File: src/rtl/uart_sample_assembler_pkg.sv
// Shared constants and assembly state encoding for the UART sample assembler.
package uart_sample_assembler_pkg;

    localparam int BYTE_W           = 8;
    localparam int SAMPLE_W_DEFAULT = 16;

    typedef enum logic {
        IDLE    = 1'b0,
        COLLECT = 1'b1
    } asm_state_t;

endpackage

File: src/rtl/uart_sample_assembler_buffer.sv
// One-entry valid/ready holding register for completed samples, with overrun pulse.
module sample_out_buffer
    import uart_sample_assembler_pkg::*;
#(
    parameter int width = SAMPLE_W_DEFAULT
) (
    input  logic                    clock,
    input  logic                    reset,
    input  logic                    load,
    input  logic        [width-1:0] word,
    input  logic                    ready,
    output logic signed [width-1:0] data,
    output logic                    valid,
    output logic                    overrun
);

    logic free;

    // A sample leaving in this cycle frees the slot for a sample arriving in the same cycle.
    assign free = !valid || ready;

    always_ff @(posedge clock or negedge reset) begin
        if (!reset) begin
            data    <= '0;
            valid   <= 1'b0;
            overrun <= 1'b0;
        end else begin
            overrun <= load && !free;
            if (load && free) begin
                data  <= word;
                valid <= 1'b1;
            end else if (valid && ready) begin
                valid <= 1'b0;
            end
        end
    end

endmodule

File: src/rtl/uart_sample_assembler.sv
// Packs little-endian UART bytes into signed samples; drops stale partial samples after a byte gap.
//   state   | meaning
//   IDLE    | no partial sample held (byte counter = 0)
//   COLLECT | partial sample held, inter-byte timer running
module uart_sample_assembler
    import uart_sample_assembler_pkg::*;
#(
    parameter int width        = SAMPLE_W_DEFAULT,
    parameter int BYTE_TIMEOUT = 100000
) (
    input  logic                    clock,
    input  logic                    reset,
    input  logic       [BYTE_W-1:0] rx_data,
    input  logic                    rx_valid,
    output logic signed [width-1:0] sample_out,
    output logic                    sample_valid,
    input  logic                    sample_ready,
    output logic                    overrun,
    output logic                    timeout_err
);

    localparam int NBYTES = width / BYTE_W;
    localparam int CW     = $clog2(NBYTES);
    localparam int TW     = $clog2(BYTE_TIMEOUT + 1);

    localparam logic [CW-1:0] LAST_BYTE = CW'(NBYTES - 1);
    localparam logic [TW-1:0] T_LAST    = TW'(BYTE_TIMEOUT - 1);

    asm_state_t       state_q;
    logic [CW-1:0]    bcnt;
    logic [TW-1:0]    tcnt;
    logic [width-1:0] asm_q;
    logic [width-1:0] asm_wr;
    logic             last;
    logic             done;

    always_comb begin
        asm_wr = asm_q;
        asm_wr[bcnt*BYTE_W +: BYTE_W] = rx_data;
        last = (bcnt == LAST_BYTE);
        done = rx_valid && last;
    end

    // A byte arriving in the expiry cycle takes priority over the timeout.
    always_ff @(posedge clock or negedge reset) begin
        if (!reset) begin
            state_q     <= IDLE;
            bcnt        <= '0;
            tcnt        <= '0;
            asm_q       <= '0;
            timeout_err <= 1'b0;
        end else begin
            timeout_err <= 1'b0;
            if (rx_valid) begin
                tcnt <= '0;
                if (last) begin
                    bcnt    <= '0;
                    asm_q   <= '0;
                    state_q <= IDLE;
                end else begin
                    bcnt    <= bcnt + 1'b1;
                    asm_q   <= asm_wr;
                    state_q <= COLLECT;
                end
            end else if (state_q == COLLECT) begin
                if (tcnt == T_LAST) begin
                    bcnt        <= '0;
                    tcnt        <= '0;
                    asm_q       <= '0;
                    state_q     <= IDLE;
                    timeout_err <= 1'b1;
                end else begin
                    tcnt <= tcnt + 1'b1;
                end
            end
        end
    end

    sample_out_buffer #(.width(width)) u_buf (
        .clock   (clock),
        .reset   (reset),
        .load    (done),
        .word    (asm_wr),
        .ready   (sample_ready),
        .data    (sample_out),
        .valid   (sample_valid),
        .overrun (overrun)
    );

endmodule

File: config.mk
export PLATFORM = sky130hd
export DESIGN_NAME = uart_sample_assembler
export DESIGN_NICKNAME = d
export VERILOG_FILES = /design/src/rtl/uart_sample_assembler_pkg.sv /design/src/rtl/uart_sample_assembler_buffer.sv /design/src/rtl/uart_sample_assembler.sv
export SDC_FILE = /design/constraint.sdc
export NUM_CORES = 1
export LEC_CHECK = 0
export ABC_CLOCK_PERIOD_IN_PS = 4800
export CORE_MARGIN = 2
export CORE_UTILIZATION = 40
export CTS_BUF_LIST = sky130_fd_sc_hd__clkbuf_4 sky130_fd_sc_hd__clkbuf_8 sky130_fd_sc_hd__clkbuf_16
export DETAILED_ROUTE_END_ITERATION = 7
export PLACE_DENSITY_LB_ADDON = 0.25
export SYNTH_ARGS = -nofsm -noshare
export SYNTH_HDL_FRONTEND = slang
export SYNTH_SLANG_ARGS = --single-unit
File: constraint.sdc
create_clock -name clock -period 4.8 [get_ports clock]
set_input_delay 0.48 -clock clock [delete_from_list [all_inputs] [get_ports clock]]
set_output_delay 0.48 -clock clock [all_outputs]
set_load 0.02 [all_outputs]
==> results of run 1 <==
-- cells by family (layout without fill, tap and decap cells) --
group                      count (synthesis)  in the layout  share of synthesized area, %
and+or+nand+nor                           71             71                          20.5
DFF                                       46             46                          54.6
AOI/OAI and AO/OA                         31             31                          11.4
muxes                                     16             16                          8.55
buffers and inverters                     12             42                          3.56
xor gates and xnor gates                   2              2                         0.831
adders and majority gates                  1              1                         0.593
-- synth_stat cells, drive strengths merged, types with 4 or more instances --
master	number
dfrtp	46
mux2	16
a31oi	5
o21ai	4
nor2	9
and3	5
nand3	13
nand4	6
nand2	14
buf	6
a22o	10
and4	6
-- how the worst max path moves through the flow --
| stage | from | cells after the start | slack (ns) | end |
|---|---|---|---|---|
| 3_3_place_gp | rx_valid | 4 | 2.43 | tcnt[8]$_DFFE_PN0P_ |
| 6_report | rx_valid | 4 | 2.73 | tcnt[8]$_DFFE_PN0P_ |
| 4_1_cts | rx_valid | 4 | 2.73 | tcnt[8]$_DFFE_PN0P_ |
| 2_1_floorplan | tcnt[0]$_DFFE_PN0P_ | 6 | 3.17 | tcnt[7]$_DFFE_PN0P_ |
| 3_5_place_dp | rx_valid | 4 | 2.42 | tcnt[8]$_DFFE_PN0P_ |
| 5_1_grt | rx_valid | 4 | 2.53 | tcnt[8]$_DFFE_PN0P_ |
-- layout make-up --
type / count / share of cell area (%)
repair buffers: 31 / 11.9
flip-flops and latches: 46 / 45.2
clock buffers: 6 / 2.99
multi-input cells: 121 / 34.6
inverters: 3 / 0.442
well taps: 70 / 3.44
clock inverters: 2 / 1.47
-- layer usage --
layer  global-route usage [%]  vias to the layer above  share of wire (%)
li1                         -                      729                  -
met4                     6.00                        0                1.6
met1                     22.4                      740                 50
met3                     3.79                        7                3.4
met2                     22.9                       22                 45
met5                        0                        -                  0
-- power by group --
group / total, mW / leakage, nW / switching, mW / internal [mW]
logic: 0.249 / 0.451 / 0.119 / 0.130
clock network: 0.291 / 0.0548 / 0.130 / 0.161
registers: 0.474 / 0.601 / 0.0310 / 0.443
-- sequential cells by signal, summed over array words and instances (netlist names) --
register,count
tcnt,17
u_buf.data,16
asm_q,8
bcnt,1
state_q,1
timeout_err,1
u_buf.overrun,1
u_buf.valid,1
==> impl_metrics.tcl, run 1 <==
set metrics [dict create \
    ys.flop_type "dfrtp_1" \
    num_vias 1498 \
    fmax_mhz 482 \
    cts_tree "done" \
    drv_cap 0 \
    setup-tns-final_ns 0 \
    crit_family "simple AND/OR/NAND/NOR gates" \
    p_leak_nw 1.11 \
    setup_ws_ns 2.73 \
    layout.nets 221 \
    cp_num_buf_inv 1 \
    slowest_delay_ns 0.75 \
    slew_headroom_pct 32.3 \
    finalCriticalPeriod_ns 2.07 \
    fp.dieArea_um2 5870 \
    syn_avg_cell_area_um2 11.8 \
    instances_no_fill 279 \
    syn-num-nets 192 \
    seq_area_um2 1150 \
    fin_area_um2 2550 \
    antennaDiodeCount 0 \
    final_cell_mix "dfrtp_1 (46), clkdlybuf4s50_1 (29), mux2_2 (16)" \
    peakVddDrop_v 0.000297 \
    synthTopCellsByArea "dfrtp_1 (55%), mux2_2 (8.5%), a22o_1 (4.2%), nand3_1 (3.1%), nand2_1 (2.1%)" \
    required_ns 5.01 \
    whs_ns 0.343 \
    finalHoldViolations 0 \
    dp.cells 271 \
    syn_inst 179 \
    htreeDepth 2 \
    hpwlAfterDp_mm 2.88 \
    fillers 489 \
    viasPerCell 5.37 \
    ant_nets 0 \
    dieWidth_um 76.6 \
    synth-edff-count 0 \
    io_pins 31 \
    postPlaceCellArea_um2 2430 \
    multi_input_area_um2 882 \
    portBuffers 30 \
    grt_usage_pct 15.6 \
    reg2reg_depth 5 \
    drtIter0Drc 74 \
    post_drt_wl_per_cell_um 15.2 \
    clk_path_buf_depth 2 \
    fp.coreArea_um2 5110 \
    layout_commonest_cell "dfrtp_1" \
    cp-start-kind "input pin" \
    yosysSeqAreaShare_pct 54.6 \
    clk_pin_slew_ns 0.09 \
    post-place-ws_ns 2.42 \
    synth_area_um2 2110 \
    crit_arrival_ns 2.29 \
    crit_fanout 14 \
    grt_pass1_vias 1419 \
    drc 0 \
    first_pass_iters 4 \
    wl_mm 4.23 \
    r2r-start "tcnt[0]$_DFFE_PN0P_" \
    area_delta_synth_final_pct 20.9 \
    r2r_end "tcnt[7]$_DFFE_PN0P_" \
    cts.sinks 46 \
    num_rows 26 \
    hp-class "input pin to async pin" \
    grt_max_degree 47 \
    root_buffer "clkbuf_8" \
    tightest_slew_ns 1.02 \
    finClkSkew_ns 0.00869 \
    path_class "input pin to flop" \
    setup_viol 0 \
    yosysTopAreaCell "dfrtp_1" \
    ctsHoldBuffers 0 \
    antenna_found_initial 0 \
    powerDensity_nw_per_um2 398 \
    grt_pass1_wl_mm 7.25 \
    ys_async_sr_fraction_pct 100 \
    rsz0062_at_grt "no" \
    overflow 0 \
    numCtsBuffers 5 \
    yosysTopAreaCellShare_pct 54.6 \
    cts_setup_buffers 0 \
    setup.worst_path.end_class "flop" \
    reg2reg_slack_ns 2.87 \
    start_util_pct 41.3 \
    worst_skew_pair.late_latency_ns 0.30 \
    path_cells "clkdlybuf4s50_1 -> nor2b_1 -> nand2_1 -> o31ai_1" \
    die-height_um 76.6 \
    synth_cell_types 46 \
    total_power_mw 1.01 \
    worst_path_max_delay_cell "nor2b_1" \
    outcome "finished clean" \
    synth.ff_latch_count 46 \
    finalMaxSlewViolations 0 \
    place.gp.congestion 0.839 \
    cts_resized 0 \
    fin_crit_sh_pct 43.2 \
    drive_above_1_share_pct 19.1 \
    fin_util_pct 49.9 \
    yosysWarnings 0 \
]
Note: power is estimated with default switching activity, not from simulation.
==> run 2: changes to the inputs <==
--- a/config.mk
+++ b/config.mk
@@ -5,7 +5,7 @@
 export SDC_FILE = /design/constraint.sdc
 export NUM_CORES = 1
 export LEC_CHECK = 0
-export ABC_CLOCK_PERIOD_IN_PS = 4800
+export ABC_CLOCK_PERIOD_IN_PS = 1800
 export CORE_MARGIN = 2
 export CORE_UTILIZATION = 40
 export CTS_BUF_LIST = sky130_fd_sc_hd__clkbuf_4 sky130_fd_sc_hd__clkbuf_8 sky130_fd_sc_hd__clkbuf_16
==> constraint.sdc (replaced) <==
create_clock -name clock -period 1.8 [get_ports clock]
set_input_delay 0.18 -clock clock [delete_from_list [all_inputs] [get_ports clock]]
set_output_delay 0.18 -clock clock [all_outputs]
set_load 0.02 [all_outputs]
==> run 2 against run 1 <==
Compared with the run above:
- clock power rose by 120%
- die area unchanged
- via count increased by 5.5%
- critical path type is now flop to flop
==> impl_metrics.tcl, run 2 (synthesis gave the netlist of run 1 again) <==
set metrics [dict create \
    outcome "finished clean" \
    grt_usage_pct 16.4 \
    reg_top3 "tcnt x17, u_buf.data x16, asm_q x8" \
    start_util_pct 41.3 \
    fp.dieArea_um2 5870 \
    dieWidth_um 76.6 \
    routed-wl-met3_um 178 \
    num_vias 1580 \
    root_buffer "clkbuf_8" \
    top_layer "met4" \
    worst_path_max_delay_cell "dfrtp_1" \
    crit_arrival_ns 1.90 \
    drive_above_1_share_pct 26.6 \
    drt-met1-wl_mm 2.13 \
    cts_tree "done" \
    finalCriticalPeriod_ns 1.69 \
    final_cell_mix "dfrtp_1 (46), clkdlybuf4s50_1 (29), buf_4 (19)" \
    rsz0062_at_grt "no" \
    ant_nets 0 \
    io_pins 31 \
    area_delta_synth_final_pct 27.8 \
    largest_reg_flops 17 \
    cts.sinks 46 \
    post_drt_wl_per_cell_um 14.8 \
    place.gp.congestion 0.809 \
    slew_headroom_pct 39.9 \
    required_ns 2.00 \
    path_cells "ha_1 -> and4_2 -> nand4_2 -> buf_4 -> nand2_1 -> o31ai_1" \
    fp.coreArea_um2 5110 \
    wl_mm 4.42 \
    finalMaxSlewViolations 0 \
    fin_util_pct 52.7 \
    overflow 0 \
    fin_crit_sh_pct 94.1 \
    clk_path_buf_depth 2 \
    cp-start-kind "flop" \
    fillers 479 \
    setup_viol 0 \
    antenna_found_initial 0 \
    grt_max_degree 24 \
    hp-class "input pin to async pin" \
    drv_cap 0 \
    antennaDiodeCount 0 \
    fmax_mhz 591 \
    portBuffers 30 \
    p_leak_nw 1.20 \
    clk_pin_slew_ns 0.09 \
    finClkSkew_ns 0.00582 \
    grt_pass1_vias 1568 \
    htreeDepth 2 \
    peakVddDrop_v 0.000809 \
    first_pass_iters 4 \
    instances_no_fill 299 \
    finalHoldViolations 0 \
    worst_skew_pair.late_latency_ns 0.29 \
    wl_met2_mm 2.03 \
    grt_pass1_wl_mm 7.58 \
    fin_area_um2 2690 \
    top_register "tcnt" \
    tightest_slew_ns 0.898 \
    viasPerCell 5.28 \
    postPlaceCellArea_um2 2570 \
    path_class "flop to flop" \
    num_rows 26 \
    drtIter0Drc 77 \
    layout_commonest_cell "dfrtp_1" \
    drc 0 \
    crit_fanout 4 \
    setup.worst_path.end_class "flop" \
    dp.cells 288 \
    powerDensity_nw_per_um2 966 \
    die-height_um 76.6 \
    numCtsBuffers 5 \
    layout.nets 241 \
    hpwlAfterDp_mm 3.16 \
    post-place-ws_ns -0.0746 \
    slowest_delay_ns 0.42 \
    setup_ws_ns 0.107 \
]
run 2: metrics by stage:
step           setup TNS, ns  total power [mW]  hold WS, ns
2_1_floorplan              0              1.64       -0.116
5_1_grt                    0              2.74        0.404
4_1_cts                    0              2.62        0.403
3_5_place_dp          -0.378              1.99        0.182
3_3_place_gp          -0.255              1.97        0.177
6_report                   0              2.60        0.375
run 2: routing by layer:
| layer | vias to the layer above | GRT usage (%) |
|---|---|---|
| met5 | - | 0 |
| met3 | 8 | 4.74 |
| met4 | 0 | 6.18 |
| met2 | 38 | 24.3 |
| met1 | 770 | 22.7 |
| li1 | 764 | - |
run 2: final timing paths:
path	end	start	slack, ns	cells after the start
min reg2reg	asm_q[6]$_DFFE_PN0P_	asm_q[6]$_DFFE_PN0P_	0.50	1
max in group asynchronous	u_buf.data[7]$_DFFE_PN0P_	reset	0.86	3
max reg2reg	tcnt[8]$_DFFE_PN0P_	tcnt[0]$_DFFE_PN0P_	0.11	6
min in group clock	asm_q[6]$_DFFE_PN0P_	asm_q[6]$_DFFE_PN0P_	0.50	1
max	tcnt[8]$_DFFE_PN0P_	tcnt[0]$_DFFE_PN0P_	0.11	6
min	u_buf.valid$_DFFE_PN0P_	reset	0.37	2
run 2: where the power goes:
group	switching, mW	leakage, nW	internal, mW
combinational	0.328	0.555	0.375
clock	0.342	0.0486	0.289
sequential	0.0859	0.601	1.18
total	0.756	1.20	1.85
run 2: repair_timing:
| action | 4_1_cts | 5_1_grt |
|---|---|---|
| hold buffers | 1 | 0 |
| endpoints found under the setup margin | 0 | 7 |
| endpoints found under the hold margin | 21 | 0 |
| setup buffers | 0 | 2 |
| resized for setup | 0 | 2 |
run 2: layout make-up:
class                      instances  area, um2  area share [%]
clock buffer                       6       76.3            2.83
clock inverter                     2       13.8           0.511
inverter                           3       11.3           0.418
multi-input combinational        121        886            32.9
sequential                        46       1150            42.7
tap                               70       87.6            3.25
timing repair buffer              51        468            17.4
run 2: worst max-delay path: cells and delay by family (launching register included):
| kind | cells | cell delay (ns) |
|---|---|---|
| and+or+nand+nor | 3 | 0.54 |
| DFF | 1 | 0.42 |
| AOI/OAI and AO/OA | 1 | 0.26 |
| adders and majority gates | 1 | 0.23 |
| buffers and inverters | 1 | 0.15 |
==> run 3: changes to the inputs <==
--- a/config.mk
+++ b/config.mk
@@ -6,7 +6,8 @@
 export NUM_CORES = 1
 export LEC_CHECK = 0
 export ABC_CLOCK_PERIOD_IN_PS = 1800
-export CORE_MARGIN = 2
+export CAP_MARGIN = 30
+export CORE_MARGIN = 5
 export CORE_UTILIZATION = 40
 export CTS_BUF_LIST = sky130_fd_sc_hd__clkbuf_4 sky130_fd_sc_hd__clkbuf_8 sky130_fd_sc_hd__clkbuf_16
 export DETAILED_ROUTE_END_ITERATION = 7
==> run 3 against run 2 <==
Compared with the run above:
- clock power rose by 23%
- worst hold slack better by 0.0046 ns
- sequential cell count unchanged
- sequential power about the same
- setup slack got worse by 0.059 ns
- register-to-register slack worse by 0.06 ns
- global-route usage decreased by 1.6 points
- die area rose by 16%
- sequential share of layout area fell by 0.26 points
- critical path depth is 1 lower
- critical endpoint is now tcnt[11]$_DFFE_PN0P_
- highest routed layer unchanged
==> impl_metrics.tcl, run 3 (synthesis gave the netlist of run 1 again) <==
set metrics [dict create \
    post_drt_wl_per_cell_um 15.5 \
    path_cells "ha_1 -> and4_2 -> and4_1 -> nor2_2 -> a221o_1" \
    finalMaxSlewViolations 0 \
    tightest_slew_ns 0.676 \
    antennaDiodeCount 0 \
    top_register "tcnt" \
    crit_fanout 5 \
    path_class "flop to flop" \
    setup_viol 0 \
    grt_max_degree 27 \
    finClkSkew_ns 0.00382 \
    fmax_mhz 571 \
    fin_crit_sh_pct 97.4 \
    grt_pass1_vias 1525 \
    ant_nets 0 \
    p_comb_share_pct 25.7 \
    setup.worst_path.end_class "flop" \
    portBuffers 30 \
    worst_path_max_delay_cell "dfrtp_1" \
    dieWidth_um 82.6 \
    root_buffer "clkbuf_8" \
    setup-tns-final_ns 0 \
    cts_tree "done" \
    outcome "finished clean" \
    die-height_um 82.6 \
    overflow 0 \
    slowest_delay_ns 0.41 \
    viasPerCell 5.29 \
    p_seq_share_pct 46.2 \
    drv_cap 0 \
    first_pass_iters 4 \
    cts.sinks 46 \
    slew_headroom_pct 54.8 \
    start_util_pct 41.3 \
    fp.dieArea_um2 6820 \
    cp_num_buf_inv 0 \
    required_ns 1.98 \
    swShare_pct 27.8 \
    drc 0 \
    finalHoldViolations 0 \
    worst_skew_pair.late_latency_ns 0.30 \
    switchingPower_uw 763 \
    finalCriticalPeriod_ns 1.75 \
    layout.nets 237 \
    hpwlAfterDp_mm 3.19 \
    grt_pass1_wl_mm 7.47 \
    num_rows 26 \
    clk_path_buf_depth 2 \
    num_vias 1560 \
    crit_family "simple AND/OR/NAND/NOR gates" \
    numCtsBuffers 5 \
    reg_top3 "tcnt x17, u_buf.data x16, asm_q x8" \
    clk_pin_slew_ns 0.08 \
    cp-start-kind "flop" \
    drtIter0Drc 120 \
    crit_arrival_ns 1.94 \
    fp.coreArea_um2 5110 \
    grt_usage_pct 14.7 \
    p_leak_nw 1.20 \
    wl_mm 4.56 \
    final_cell_mix "dfrtp_1 (46), clkdlybuf4s50_1 (29), mux2_2 (16)" \
    hp-class "input pin to async pin" \
    total_power_mw 2.75 \
    htreeDepth 2 \
    layout_commonest_cell "dfrtp_1" \
    peakVddDrop_v 0.000497 \
    antenna_found_initial 0 \
    largest_reg_flops 17 \
    area_delta_synth_final_pct 28.5 \
    powerDensity_nw_per_um2 1010 \
    drive_above_1_share_pct 25.8 \
    p_int_mw 1.98 \
    place.gp.congestion 0.787 \
    io_pins 31 \
    pwr-share-clk_pct 28.1 \
]
==> run 3: what timing repair did <==
action	CTS	global route
buffers inserted	0	3
endpoints found under the setup margin	0	15
hold endpoints to repair	20	0
hold buffers	1	0
resized for setup	0	4
==> run 3: power groups by stage <==
stage | Clock, mW | Sequential, mW | Combinational (mW)
final | 0.773 | 1.27 | 0.704
after global routing | 0.858 | 1.29 | 0.753
after CTS | 0.804 | 1.27 | 0.704
after detailed placement | 0 | 1.29 | 0.701
after global placement | 0 | 1.28 | 0.693
after floorplan | 0 | 1.42 | 0.220
==> run 3: worst reg2reg max path, cell delays in order (launching register included) <==
cell and delay [ns]:
dfrtp_1 0.41, ha_1 0.21, and4_2 0.29, and4_1 0.30, nor2_2 0.11, a221o_1 0.33
==> run 3: routing by layer <==
| layer | wire length (um) | track usage, % |
|---|---|---|
| met3 | 218 | 3.69 |
| met4 | 81 | 5.88 |
| met1 | 2140 | 21.2 |
| met2 | 2120 | 21.1 |
| met5 | 0 | 0 |
==> run 3: stage by stage <==
step	setup slack [ns]	cells	instance area, um2	utilization (%)	hold WS [ns]
2_1_floorplan	0.172	179	2110	-	-0.116
3_3_place_gp	0.00924	283	2550	49.9	0.175
3_5_place_dp	-0.0936	283	2550	49.9	0.172
4_1_cts	0.0466	292	2670	52.4	0.399
5_1_grt	-0.0130	295	2710	53.1	0.418
6_report	0.0475	295	2710	53.1	0.380
==> run 3: layout make-up <==
type                            instances  area, um2
Clock buffer                            6       76.3
Clock inverter                          2       37.5
Fill cell                             480       2400
Inverter                                3       11.3
Multi-Input combinational cell        121        896
Sequential cell                        46       1150
Tap cell                               70       87.6
Timing Repair Buffer                   47        450
==> run 3: final timing paths <==
check / start / end / slack, ns / cells past startpoint
setup reg to reg: tcnt[0]$_DFFE_PN0P_ / tcnt[11]$_DFFE_PN0P_ / 0.05 / 5
max in group asynchronous: reset / tcnt[3]$_DFFE_PN0P_ / 0.91 / 3
hold reg to reg: asm_q[3]$_DFFE_PN0P_ / asm_q[3]$_DFFE_PN0P_ / 0.50 / 1
setup / recovery: tcnt[0]$_DFFE_PN0P_ / tcnt[11]$_DFFE_PN0P_ / 0.05 / 5
min in group clock: asm_q[3]$_DFFE_PN0P_ / asm_q[3]$_DFFE_PN0P_ / 0.50 / 1
hold / removal: reset / u_buf.valid$_DFFE_PN0P_ / 0.38 / 2
==> RTL change (config.mk and constraints of run 2) <==
Register the output `overrun`, without a reset; this adds one clock of latency there. The other outputs are not delayed to match.
--- a/src/rtl/uart_sample_assembler.sv
+++ b/src/rtl/uart_sample_assembler.sv
@@ -27,2 +27,4 @@
     localparam logic [TW-1:0] T_LAST    = TW'(BYTE_TIMEOUT - 1);
+
+    logic overrun_d;
 
@@ -86,4 +88,8 @@
         .valid   (sample_valid),
-        .overrun (overrun)
+        .overrun (overrun_d)
     );
+
+    always_ff @(posedge clock) begin
+        overrun <= overrun_d;
+    end
 
Behaviour: not the same (Yosys sat finds a counterexample within 10 cycles, from zero or initial values and one cycle with reset low).
==> RTL change against run 2 <==
  * Area after synthesis increased by 0.95%
  * Synthesized cell count rose by 0.56%
  * Sequential cell count grew 1
  * Worst hold slack worse by 48 ps
  * Power is 6.0% higher
  * Cell area grew 1.3%
  * Worst setup slack gained 31 ps
  * Cell count decreased by 1.0%
  * Wire length about the same
==> RTL change: results (changes against run 2) <==
Clk root buf: clkbuf_8
Vias in the first global route: 1,526 (-2.7%)
Largest net degree at the start of global routing: 18 (-25%)
Sequential fraction of the synthesis area: 0.550 (+0.00427)
Crit path from: tcnt[1]$_DFFE_PN0P_
Status: completed
Syn Nets: 193 (+0.52%)
Synth area leaders: dfrtp_1, mux2_2, a22o_1
Routed length per instance: 15.0 um (+1.1%)
Ys async rst share: 0.979 (-0.0213)
Total GRT Usage: 0.163 (-0.000945)
ANT cells: 0 (unchanged)
Crit path to: tcnt[11]$_DFFE_PN0P_
Reg2reg path depth: 5 (-1)
Yosys cell types: 47 (+2.2%)
Final GP Congestion: 0.811 (+0.33%)
Ranking of synthesized cells by instance count: dfrtp_1, mux2_2, nand3_1
Post-synth top flop: dfrtp_1
Final setup skew: 10.1 ps (+4.26 ps)
TritonCTS buffer count: 5 (unchanged)
Clock transition at the registers of the reported paths: 90 ps (about the same)
Crit path max fanout: 5 (+1)
Leakage: 1.20 nW (-0.20%)
H-tree depth: 2 (unchanged)
Worst Hold Class: in -> async
Worst rel slew slack: 0.523 (+0.124)
Biggest regs: tcnt: 17 flops, u_buf.data: 16 flops, asm_q: 8 flops
Net total in the final layout: 238 (-1.2%)
Insertion delay to the later sink of the worst-skew pair: 300 ps
Int Power: 0.00199 W (+7.9%)
First-pass GRT wire length: 7.62 mm (+0.45%)
IO buf count: 30 (unchanged)
DR iter-0 viols: 100 (+30%)
Routed via count: 1,580 (unchanged)
Ys Warns: 0 (unchanged)
Antenna violations before repair: 0 (unchanged)
Arrival @ worst endpoint: 1850 ps (-50 ps)
VDD IR max: 0.000654 V (-19%)
Critical-path top delay cell: dfrtp_1
Layout cells sized above 1: 0.270 (+0.00354)
Max incr delay on CP: 400 ps (-20 ps)
Max Root-Sink Buffers: 2 (unchanged)
Pre-antenna DRT Iters: 4 (unchanged)
DPL Wire Length: 3.12 mm (-1.4%)
R2R setup slack: 140 ps (+30 ps)
[RTL change: stage by stage]
step	utilization	TNS [ps]	std cells	setup WS, ps	instance area (sq um)
CTS	0.530	0	295	13.4	2710
finish	0.534	0	296	138	2730
global route	0.534	0	296	36.4	2730
global placement	0.504	-80.3	286	-55.4	2570
detailed placement	0.504	-107	286	-58.5	2570
floorplan	-	0	180	172	2130
[RTL change: logic make-up after synthesis]
| group | Yosys count | share of synthesized area |
|---|---|---|
| flip-flops | 47 | 0.550 |
| XOR/XNOR | 2 | 0.00823 |
| adder cells (fa/ha/maj) | 1 | 0.00588 |
| AND/OR/NAND/NOR | 71 | 0.203 |
| AO/OA/AOI/OAI | 31 | 0.113 |
| buffers and inverters | 12 | 0.0353 |
| multiplexers | 16 | 0.0847 |
[RTL change: power by group through the flow]
stage                     combinational [W]  sequential (W)  clock, W
final                              0.000695         0.00129  0.000771
after global routing               0.000741         0.00131  0.000847
after CTS                          0.000697         0.00129  0.000798
after detailed placement           0.000692         0.00131         0
after global placement             0.000685         0.00131         0
after floorplan                    0.000220         0.00144         0
[RTL change: what timing repair did]
item	4_1_cts	5_1_grt
hold buffers	1	0
resized for setup	1	7
setup buffers	0	1
endpoints found under the setup margin	1	10
endpoints found under the hold margin	15	0
[RTL change: cell type report]
class	instances	area (sq um)
clock buffers	5	68.8
clock inverters	3	46.3
fillers	470	2380
inverters	3	11.3
multi-input cells	121	906
flip-flops and latches	47	1170
well taps	70	87.6
repair buffers	47	438
[RTL change: how the worst min path moves through the flow]
stage	end	slack (ps)	start
after floorplan	asm_q[0]$_DFFE_PN0P_	-120	reset
after global placement	tcnt[8]$_DFFE_PN0P_	120	reset
after detailed placement	tcnt[8]$_DFFE_PN0P_	130	reset
after CTS	u_buf.data[11]$_DFFE_PN0P_	340	reset
after global routing	u_buf.data[11]$_DFFE_PN0P_	360	reset
final	u_buf.data[11]$_DFFE_PN0P_	330	reset
[RTL change: layer usage]
layer / wire length (um) / track usage / vias up
met4: 35 / 0.0527 / 0
met2: 2110 / 0.251 / 31
met1: 2140 / 0.227 / 785
met5: 0 / 0 / -
met3: 143 / 0.0365 / 4
li1: - / - / 760
[RTL change: worst max-delay path, delay by kind of cell (launching register included)]
| kind | cells | cell delay [ps] |
|---|---|---|
| adder cells (fa/ha/maj) | 1 | 210 |
| AND/OR/NAND/NOR | 3 | 600 |
| flip-flops | 1 | 400 |
| AO/OA/AOI/OAI | 1 | 340 |
